===== config.mk =====
export PLATFORM = sky130hd
export DESIGN_NAME = uart_rx
export DESIGN_NICKNAME = d
export VERILOG_FILES = /design/src/rtl/uart_pkg.sv /design/src/rtl/uart_rx_sync.sv /design/src/rtl/uart_rx.sv
export SDC_FILE = /design/constraint.sdc
export NUM_CORES = 1
export LEC_CHECK = 0
export ABC_CLOCK_PERIOD_IN_PS = 2029
export BUFFER_PORTS_ARGS = -buffer_cell sky130_fd_sc_hd__buf_2
export CAP_MARGIN = 30
export CORE_ASPECT_RATIO = 1.25
export CORE_UTILIZATION = 57
export CTS_BUF_LIST = sky130_fd_sc_hd__clkbuf_16
export DETAILED_ROUTE_END_ITERATION = 10
export HOLD_SLACK_MARGIN = 0.1
export PLACE_DENSITY = 0.78
export SLEW_MARGIN = 20
export SYNTH_ARGS = -nofsm -noshare
export SYNTH_HDL_FRONTEND = slang
export SYNTH_SLANG_ARGS = --single-unit

===== constraint.sdc =====
create_clock -name clk -period 2.03 [get_ports clk]
set_input_delay 0.3045 -clock clk [delete_from_list [all_inputs] [get_ports clk]]
set_output_delay 0.3045 -clock clk [all_outputs]
set_load 0.01 [all_outputs]

===== src/rtl/uart_pkg.sv =====
// ============================================================================
// uart_pkg : shared UART receiver types and default frame geometry
// Rev 1.0  : initial release
// ============================================================================
`default_nettype none

package uart_pkg;

  localparam int UART_OVERSAMPLE = 16;
  localparam int UART_DATA_BITS  = 8;

  typedef enum logic [2:0] {
    RX_IDLE   = 3'd0,
    RX_START  = 3'd1,
    RX_DATA   = 3'd2,
    RX_PARITY = 3'd3,
    RX_STOP   = 3'd4
  } uart_rx_state_t;

endpackage

`default_nettype wire


===== src/rtl/uart_rx_sync.sv =====
// ============================================================================
// uart_rx_sync : 2-flop synchronizer for an asynchronous single-bit input
// Rev 1.0      : initial release
// ============================================================================
`default_nettype none

module uart_rx_sync
  import uart_pkg::*;
#(
  parameter logic RESET_VAL = 1'b1
) (
  input  logic clk,
  input  logic reset,
  input  logic d,
  output logic q
);

  logic meta;

  always_ff @(posedge clk or posedge reset) begin
    if (reset) begin
      meta <= RESET_VAL;
      q    <= RESET_VAL;
    end else begin
      meta <= d;
      q    <= meta;
    end
  end

endmodule

`default_nettype wire


===== src/rtl/uart_rx.sv =====
// ============================================================================
// uart_rx : oversampled 8-N-1 receiver; UART_RX_PARITY_EN adds an even parity bit
// Rev 1.0 : initial release
// ============================================================================
`default_nettype none

module uart_rx
  import uart_pkg::*;
#(
  parameter int DATA_BITS  = UART_DATA_BITS,
  parameter int OVERSAMPLE = UART_OVERSAMPLE
) (
  input  logic                 clk,
  input  logic                 reset,
  input  logic                 tick,
  input  logic                 rx,
  output logic [DATA_BITS-1:0] data,
  output logic                 valid,
  output logic                 frame_err,
  output logic                 parity_err,
  output logic                 busy
);

  localparam int SW = $clog2(OVERSAMPLE);
  localparam int NW = $clog2(DATA_BITS);

  localparam logic [SW-1:0] S_HALF = SW'(OVERSAMPLE / 2 - 1);
  localparam logic [SW-1:0] S_LAST = SW'(OVERSAMPLE - 1);
  localparam logic [NW-1:0] N_LAST = NW'(DATA_BITS - 1);

  localparam logic [2:0] IDLE   = RX_IDLE;
  localparam logic [2:0] START  = RX_START;
  localparam logic [2:0] DATA   = RX_DATA;
  localparam logic [2:0] STOP   = RX_STOP;
`ifdef UART_RX_PARITY_EN
  localparam logic [2:0] PARITY = RX_PARITY;
`endif

  logic                 rx_s;
  logic [2:0]           state;
  logic                 armed;
  logic [SW-1:0]        s_cnt;
  logic [NW-1:0]        n_cnt;
  logic [DATA_BITS-1:0] shift;
  logic                 par_bad;

  uart_rx_sync #(
    .RESET_VAL (1'b1)
  ) u_sync (
    .clk   (clk),
    .reset (reset),
    .d     (rx),
    .q     (rx_s)
  );

`ifdef UART_RX_PARITY_EN
  logic par_bit;
  // Even parity: data bits plus parity bit must hold an even count of ones.
  assign par_bad = ^{shift, par_bit};
`else
  assign par_bad    = 1'b0;
  assign parity_err = 1'b0;
`endif

  always_ff @(posedge clk or posedge reset) begin
    if (reset) begin
      state     <= IDLE;
      armed     <= 1'b0;
      s_cnt     <= '0;
      n_cnt     <= '0;
      shift     <= '0;
      data      <= '0;
      valid     <= 1'b0;
      frame_err <= 1'b0;
      busy      <= 1'b0;
`ifdef UART_RX_PARITY_EN
      par_bit    <= 1'b0;
      parity_err <= 1'b0;
`endif
    end else begin
      valid     <= 1'b0;
      frame_err <= 1'b0;
`ifdef UART_RX_PARITY_EN
      parity_err <= 1'b0;
`endif
      if (tick) begin
        case (state)
          IDLE: begin
            // A high line re-arms start detection after reset or a break.
            if (rx_s) armed <= 1'b1;
            if (armed && !rx_s) begin
              state <= START;
              s_cnt <= '0;
              busy  <= 1'b1;
            end
          end
          START: begin
            if (s_cnt == S_HALF) begin
              s_cnt <= '0;
              n_cnt <= '0;
              if (!rx_s) begin
                state <= DATA;
              end else begin
                state <= IDLE;
                busy  <= 1'b0;
              end
            end else begin
              s_cnt <= s_cnt + 1'b1;
            end
          end
          DATA: begin
            if (s_cnt == S_LAST) begin
              shift <= {rx_s, shift[DATA_BITS-1:1]};
              s_cnt <= '0;
              if (n_cnt == N_LAST) begin
`ifdef UART_RX_PARITY_EN
                state <= PARITY;
`else
                state <= STOP;
`endif
              end else begin
                n_cnt <= n_cnt + 1'b1;
              end
            end else begin
              s_cnt <= s_cnt + 1'b1;
            end
          end
`ifdef UART_RX_PARITY_EN
          PARITY: begin
            if (s_cnt == S_LAST) begin
              par_bit <= rx_s;
              s_cnt   <= '0;
              state   <= STOP;
            end else begin
              s_cnt <= s_cnt + 1'b1;
            end
          end
`endif
          STOP: begin
            if (s_cnt == S_LAST) begin
              // Leave at mid stop bit so the next start edge is caught cleanly.
              data  <= shift;
              s_cnt <= '0;
              state <= IDLE;
              busy  <= 1'b0;
              if (rx_s) begin
                valid <= !par_bad;
`ifdef UART_RX_PARITY_EN
                parity_err <= par_bad;
`endif
              end else begin
                frame_err <= 1'b1;
                armed     <= 1'b0;
              end
            end else begin
              s_cnt <= s_cnt + 1'b1;
            end
          end
          default: begin
            state <= IDLE;
            busy  <= 1'b0;
          end
        endcase
      end
    end
  end

endmodule

`default_nettype wire


==> metrics.txt, run 1 <==
Post-synth ARST share=100%; busiest grt layer=met2; GRT Total Usage=25.4%; top cell type's share of synthesized area=49.6%; global-route wire length before repair=4920 um; VDD IR max=0.710 mV; Yosys top cell by area=dfrtp_1; Pins Over Slew Limit=0; root buf cell=clkbuf_16; Post-synth top cells=dfrtp_1 (30), mux2_2 (16), nand2_1 (11); number of DRC markers in iteration 0=46; Max Clk Rate=521 MHz; FP Rows=20; Post-synth EDFFs=0; pwr/cell area=1090 mW/mm2; DIE AREA=0.00287 mm2; # Max-Cap Violations=0; Layout area overhead=16.1%; GP Congestion=0.910; Congestion Overflow GR=0; FF-to-FF End=state[0]$_DFFE_PP0P_; RR Startpoint=s_cnt[0]$_DFFE_PP0P_; Skew-Pair Late Insertion Delay=0.27 ns; placed cells=175; CTS resizes=0; Data required, critical path=2.18 ns; # Post-CTS Setup Buffers=0; synthesis-stage register bit count=32; CTS Buf Count=5; Leak=0.875 nW; WL per Instance=16.5 um; core box area=0.00248 mm2; ANT nets after route=0; htree depth=2; port bufs=14; initial antenna violation count=0; TritonRoute pass-1 iters=4; crit end category=register; Tmin final=1.92 ns; vias=1086; fin crit share=94.6%; # IOs=16; RSZ-0062 raised after global routing=false; final hold vios=0; Vias per Instance=5.93; syn nets=137; synthesized area=0.00151 mm2; Clock Path Buffers=2; M3 GR Usage=4.57%; non-filler instance count after layout=183; met2 GRT Util=39.2%; # hold bufs at CTS=0; Unique masters post-synth=41; Avg Cell Area, Syn=11.6 um2; clock sinks=32; clock skew=0.00790 ns; top-count cell post-synth=dfrtp_1; vias in the first global route=1083; # setup viols final=0; synth top area cells=dfrtp_1 (50%), mux2_2 (12%), dfstp_2 (3.5%), o21ai_0 (3.0%), nand2_1 (2.7%); top_reg_cell synth=dfrtp_1; # DRC=0; largest net degree at the start of global routing=33; worst path arrival time=2.07 ns; setup slack on the worst flop-to-flop path=0.11 ns; CP Launch Type=register; layout cells sized above 1=33.3%; Initial Utilization=61.1%; die extent in y=59.6 um; Chip Width=48.1 um; status=finished clean; Detailed Place HPWL=2040 um; total wire length=3020 um; Post-Synthesis Cells=130; Reg clk slew, reported paths=0.05 ns; sequential area share after synthesis=53.1%; critical path type=register to register; CP max FO=6; n_diodes=0; Setup Total Neg Slack=0 ns; count of warnings emitted by yosys=0; hold crit path type=input port to asynchronous set/reset pin; Reg2Reg Depth=5; Layout Nets=156; GR Util met1=32.7%; CTS tree=built
## worst max path at each step
stage,slack (ns),cells past startpoint,startpoint,to
after floorplan,0.22,5,s_cnt[0]$_DFFE_PP0P_,state[0]$_DFFE_PP0P_
after global placement,0.18,5,s_cnt[0]$_DFFE_PP0P_,state[0]$_DFFE_PP0P_
after detailed placement,0.16,5,s_cnt[0]$_DFFE_PP0P_,state[0]$_DFFE_PP0P_
after CTS,0.13,5,s_cnt[0]$_DFFE_PP0P_,state[0]$_DFFE_PP0P_
after global routing,0.05,5,s_cnt[0]$_DFFE_PP0P_,state[0]$_DFFE_PP0P_
final,0.11,5,s_cnt[0]$_DFFE_PP0P_,state[0]$_DFFE_PP0P_
## through the flow
| step | setup WS (ns) | util [%] | instance area (um2) | total power, mW | hold WS (ns) |
|---|---|---|---|---|---|
| after floorplan | 0.222 | - | 1510 | 1.13 | 0.309 |
| after global placement | 0.176 | 65.4 | 1620 | 1.20 | 0.347 |
| after detailed placement | 0.155 | 65.4 | 1620 | 1.23 | 0.353 |
| after CTS | 0.129 | 70.9 | 1760 | 1.92 | 0.111 |
| after global routing | 0.0511 | 70.9 | 1760 | 2.01 | 0.137 |
| final | 0.110 | 70.9 | 1760 | 1.91 | 0.101 |
## final cells by class
type / instances / area, um2
clock buffers: 5 / 125
clock inverters: 3 / 11.3
fillers: 157 / 721
inverters: 4 / 15.0
multi-input cells: 89 / 668
flip-flops and latches: 32 / 803
well taps: 33 / 41.3
repair buffers: 17 / 92.6
## flip-flops by register name (all words and copies together), names as in the netlist
signal	flops
data	8
shift	8
s_cnt	4
n_cnt	3
state	3
armed	1
busy	1
frame_err	1
u_sync.meta	1
u_sync.q	1
valid	1
## kinds of logic after synthesis
| family | count (synthesis) | share of synthesized area (%) |
|---|---|---|
| DFF | 32 | 53.1 |
| muxes | 19 | 14.0 |
| adders and majority gates | 4 | 3.23 |
| xor gates and xnor gates | 1 | 0.579 |
| and+or+nand+nor | 40 | 14.7 |
| other | 1 | 0.248 |
| AOI/OAI and AO/OA | 24 | 11.4 |
| buffers and inverters | 9 | 2.73 |
## cells in the final DEF, fill, tap and decap left out, types with 2 or more instances in the layout
| master | count |
|---|---|
| buf_4 | 3 |
| a21oi_1 | 2 |
| inv_1 | 5 |
| nor2_1 | 6 |
| mux2_2 | 16 |
| dfstp_2 | 2 |
| nand2_2 | 2 |
| and3_1 | 2 |
| nand2_1 | 11 |
| nand3_1 | 4 |
| nor3_2 | 3 |
| nand4_1 | 2 |
| o2111ai_1 | 2 |
| ha_1 | 3 |
| mux2i_1 | 2 |
| buf_2 | 14 |
| nand2b_1 | 5 |
| clkbuf_16 | 5 |
| o21ai_0 | 9 |
| dfrtp_1 | 30 |
## worst max-delay path: stages (launching register included)
cell and delay (ns):
dfrtp_1 0.41, ha_1 0.27, and3_1 0.21, or4_1 0.42, o211ai_2 0.15, mux2_1 0.35
## per-layer routing
metal  vias up  part of all wire (%)
met1       538                    41
met3         6                   3.7
met5         -                     0
met4         0                   1.6
li1        505                     -
met2        37                    54
## power by group
group | internal (mW) | leakage, nW | switching (mW)
Combinational | 0.173 | 0.377 | 0.236
Clock | 0.438 | 0.0738 | 0.231
Sequential | 0.705 | 0.424 | 0.129
Total | 1.32 | 0.875 | 0.595
Note: power is estimated with default switching activity, not from simulation.
==> run 2, diff against run 1 <==
--- a/config.mk
+++ b/config.mk
@@ -9,11 +9,12 @@
 export BUFFER_PORTS_ARGS = -buffer_cell sky130_fd_sc_hd__buf_2
 export CAP_MARGIN = 30
 export CORE_ASPECT_RATIO = 1.25
-export CORE_UTILIZATION = 57
-export CTS_BUF_LIST = sky130_fd_sc_hd__clkbuf_16
+export CORE_UTILIZATION = 60
+export CTS_BUF_LIST = sky130_fd_sc_hd__clkbuf_4
 export DETAILED_ROUTE_END_ITERATION = 10
 export HOLD_SLACK_MARGIN = 0.1
-export PLACE_DENSITY = 0.78
+export PLACE_DENSITY = 0.81
+export SETUP_SLACK_MARGIN = 0.15
 export SLEW_MARGIN = 20
 export SYNTH_ARGS = -nofsm -noshare
 export SYNTH_HDL_FRONTEND = slang
==> metrics.txt, run 2 (synthesis results as in run 1) <==
Tmin final=1.84 ns; n_diodes=0; # IOs=16; CTS tree=built; clock skew=0.0135 ns; # DRC=0; core box area=0.00240 mm2; met3 wire len=133 um; most frequent cells in the layout=dfrtp_1 (30), mux2_2 (16), buf_2 (14), nand2_1 (11), o21ai_0 (9); Max-slew headroom=65.9%; critical path type=register to register; largest net degree at the start of global routing=33; vias=1076; htree depth=2; GRT Total Usage=24.1%; final hold vios=0; commonest non-fill, non-tap cell in the layout=dfrtp_1; WL met2=1460 um; global-route wire length before repair=4540 um; VDD IR max=0.613 mV; clock sinks=32; setup slack on the worst flop-to-flop path=0.19 ns; WL per Instance=15.1 um; largest registers=data (8), shift (8), s_cnt (4); initial antenna violation count=0; Leak=0.843 nW; die extent in y=58.1 um; end of the critical path=state[0]$_DFFE_PP0P_; measured slew at the worst slew-check pin=0.512 ns; pwr/cell area=928 mW/mm2; RR Startpoint=s_cnt[0]$_DFFE_PP0P_; Layout area overhead=12.4%; # setup viols final=0; M1 WL=1150 um; root buf cell=clkbuf_4; Setup Total Neg Slack=0 ns; ANT nets after route=0; Reg2Reg Depth=5; Chip Width=46.9 um; Congestion Overflow GR=0; DIE AREA=0.00273 mm2; WHS=0.364 ns; RSZ-0062 raised after global routing=false; worst path arrival time=2.06 ns; Clock Path Buffers=2; CP Launch Type=register; Reg clk slew, reported paths=0.10 ns; FF-to-FF End=state[0]$_DFFE_PP0P_; fin crit share=90.6%; # Max-Cap Violations=0; Max Clk Rate=544 MHz; number of DRC markers in iteration 0=16; Pins Over Slew Limit=0; Detailed Place HPWL=1970 um; DR top layer=met4; layout cells sized above 1=35.5%; Vias per Instance=5.82; port bufs=14; FP Rows=20; vias in the first global route=1045; Initial Utilization=63.0%; Data required, critical path=2.25 ns; CP max FO=6; crit end category=register; hold crit path type=register to register; Layout Nets=159; GP Congestion=0.946; status=finished clean; crit path from=s_cnt[0]$_DFFE_PP0P_; CTS Buf Count=5; total wire length=2800 um; Skew-Pair Late Insertion Delay=0.33 ns; TritonRoute pass-1 iters=4
-- run 2: worst min path at each step --
stage,start,endpoint,slack [ns],cells past startpoint
2_1_floorplan,rx,u_sync.meta$_DFF_PP1_,0.31,0
3_3_place_gp,u_sync.meta$_DFF_PP1_,u_sync.q$_DFF_PP1_,0.35,0
3_5_place_dp,u_sync.meta$_DFF_PP1_,u_sync.q$_DFF_PP1_,0.35,0
4_1_cts,u_sync.meta$_DFF_PP1_,u_sync.q$_DFF_PP1_,0.37,0
5_1_grt,u_sync.meta$_DFF_PP1_,u_sync.q$_DFF_PP1_,0.37,0
6_report,u_sync.meta$_DFF_PP1_,u_sync.q$_DFF_PP1_,0.36,0
-- run 2: critical path, cell delays in order, from the launching register on --
cell and delay (ns):
dfrtp_1 0.41, ha_2 0.23, and3_1 0.19, or4_1 0.42, o211ai_2 0.13, mux2_1 0.35
-- run 2: power by group --
part | leakage (nW) | internal [mW] | switching, mW | total (mW)
Sequential | 0.424 | 0.702 | 0.125 | 0.827
Combinational | 0.387 | 0.184 | 0.232 | 0.417
Clock | 0.0315 | 0.141 | 0.194 | 0.335
-- run 2: layout make-up --
type                            count  area [um2]
Clock buffer                        6        45.0
Clock inverter                      1        5.00
Tap cell                           33        41.3
Timing Repair Buffer               20         120
Multi-Input combinational cell     89         671
Fill cell                         191         702
Sequential cell                    32         803
Inverter                            4        15.0
-- run 2: repair_timing --
action / 4_1_cts / 5_1_grt
hold buffers: 2 / 0
endpoints found under the setup margin: 1 / 1
gates resized for setup: 1 / 0
setup buffers: 0 / 1
pin swaps: 0 / 0
hold endpoints to repair: 31 / 0
-- run 2: through the flow --
| step | total power [mW] | instances | util [%] | setup slack (ns) | instance area, um2 |
|---|---|---|---|---|---|
| after CTS | 1.57 | 184 | 70.5 | 0.176 | 1690 |
| final | 1.58 | 185 | 70.8 | 0.190 | 1700 |
| after global placement | 1.21 | 175 | 67.4 | 0.168 | 1620 |
| after floorplan | 1.13 | 130 | - | 0.222 | 1510 |
| after detailed placement | 1.23 | 175 | 67.4 | 0.137 | 1620 |
| after global routing | 1.67 | 185 | 70.8 | 0.150 | 1700 |
-- run 2: routing by layer --
layer / up-vias / track usage (%)
met4: 0 / 9.80
met5: - / 0
met1: 528 / 29.9
met2: 30 / 38.7
li1: 511 / -
met3: 7 / 7.17
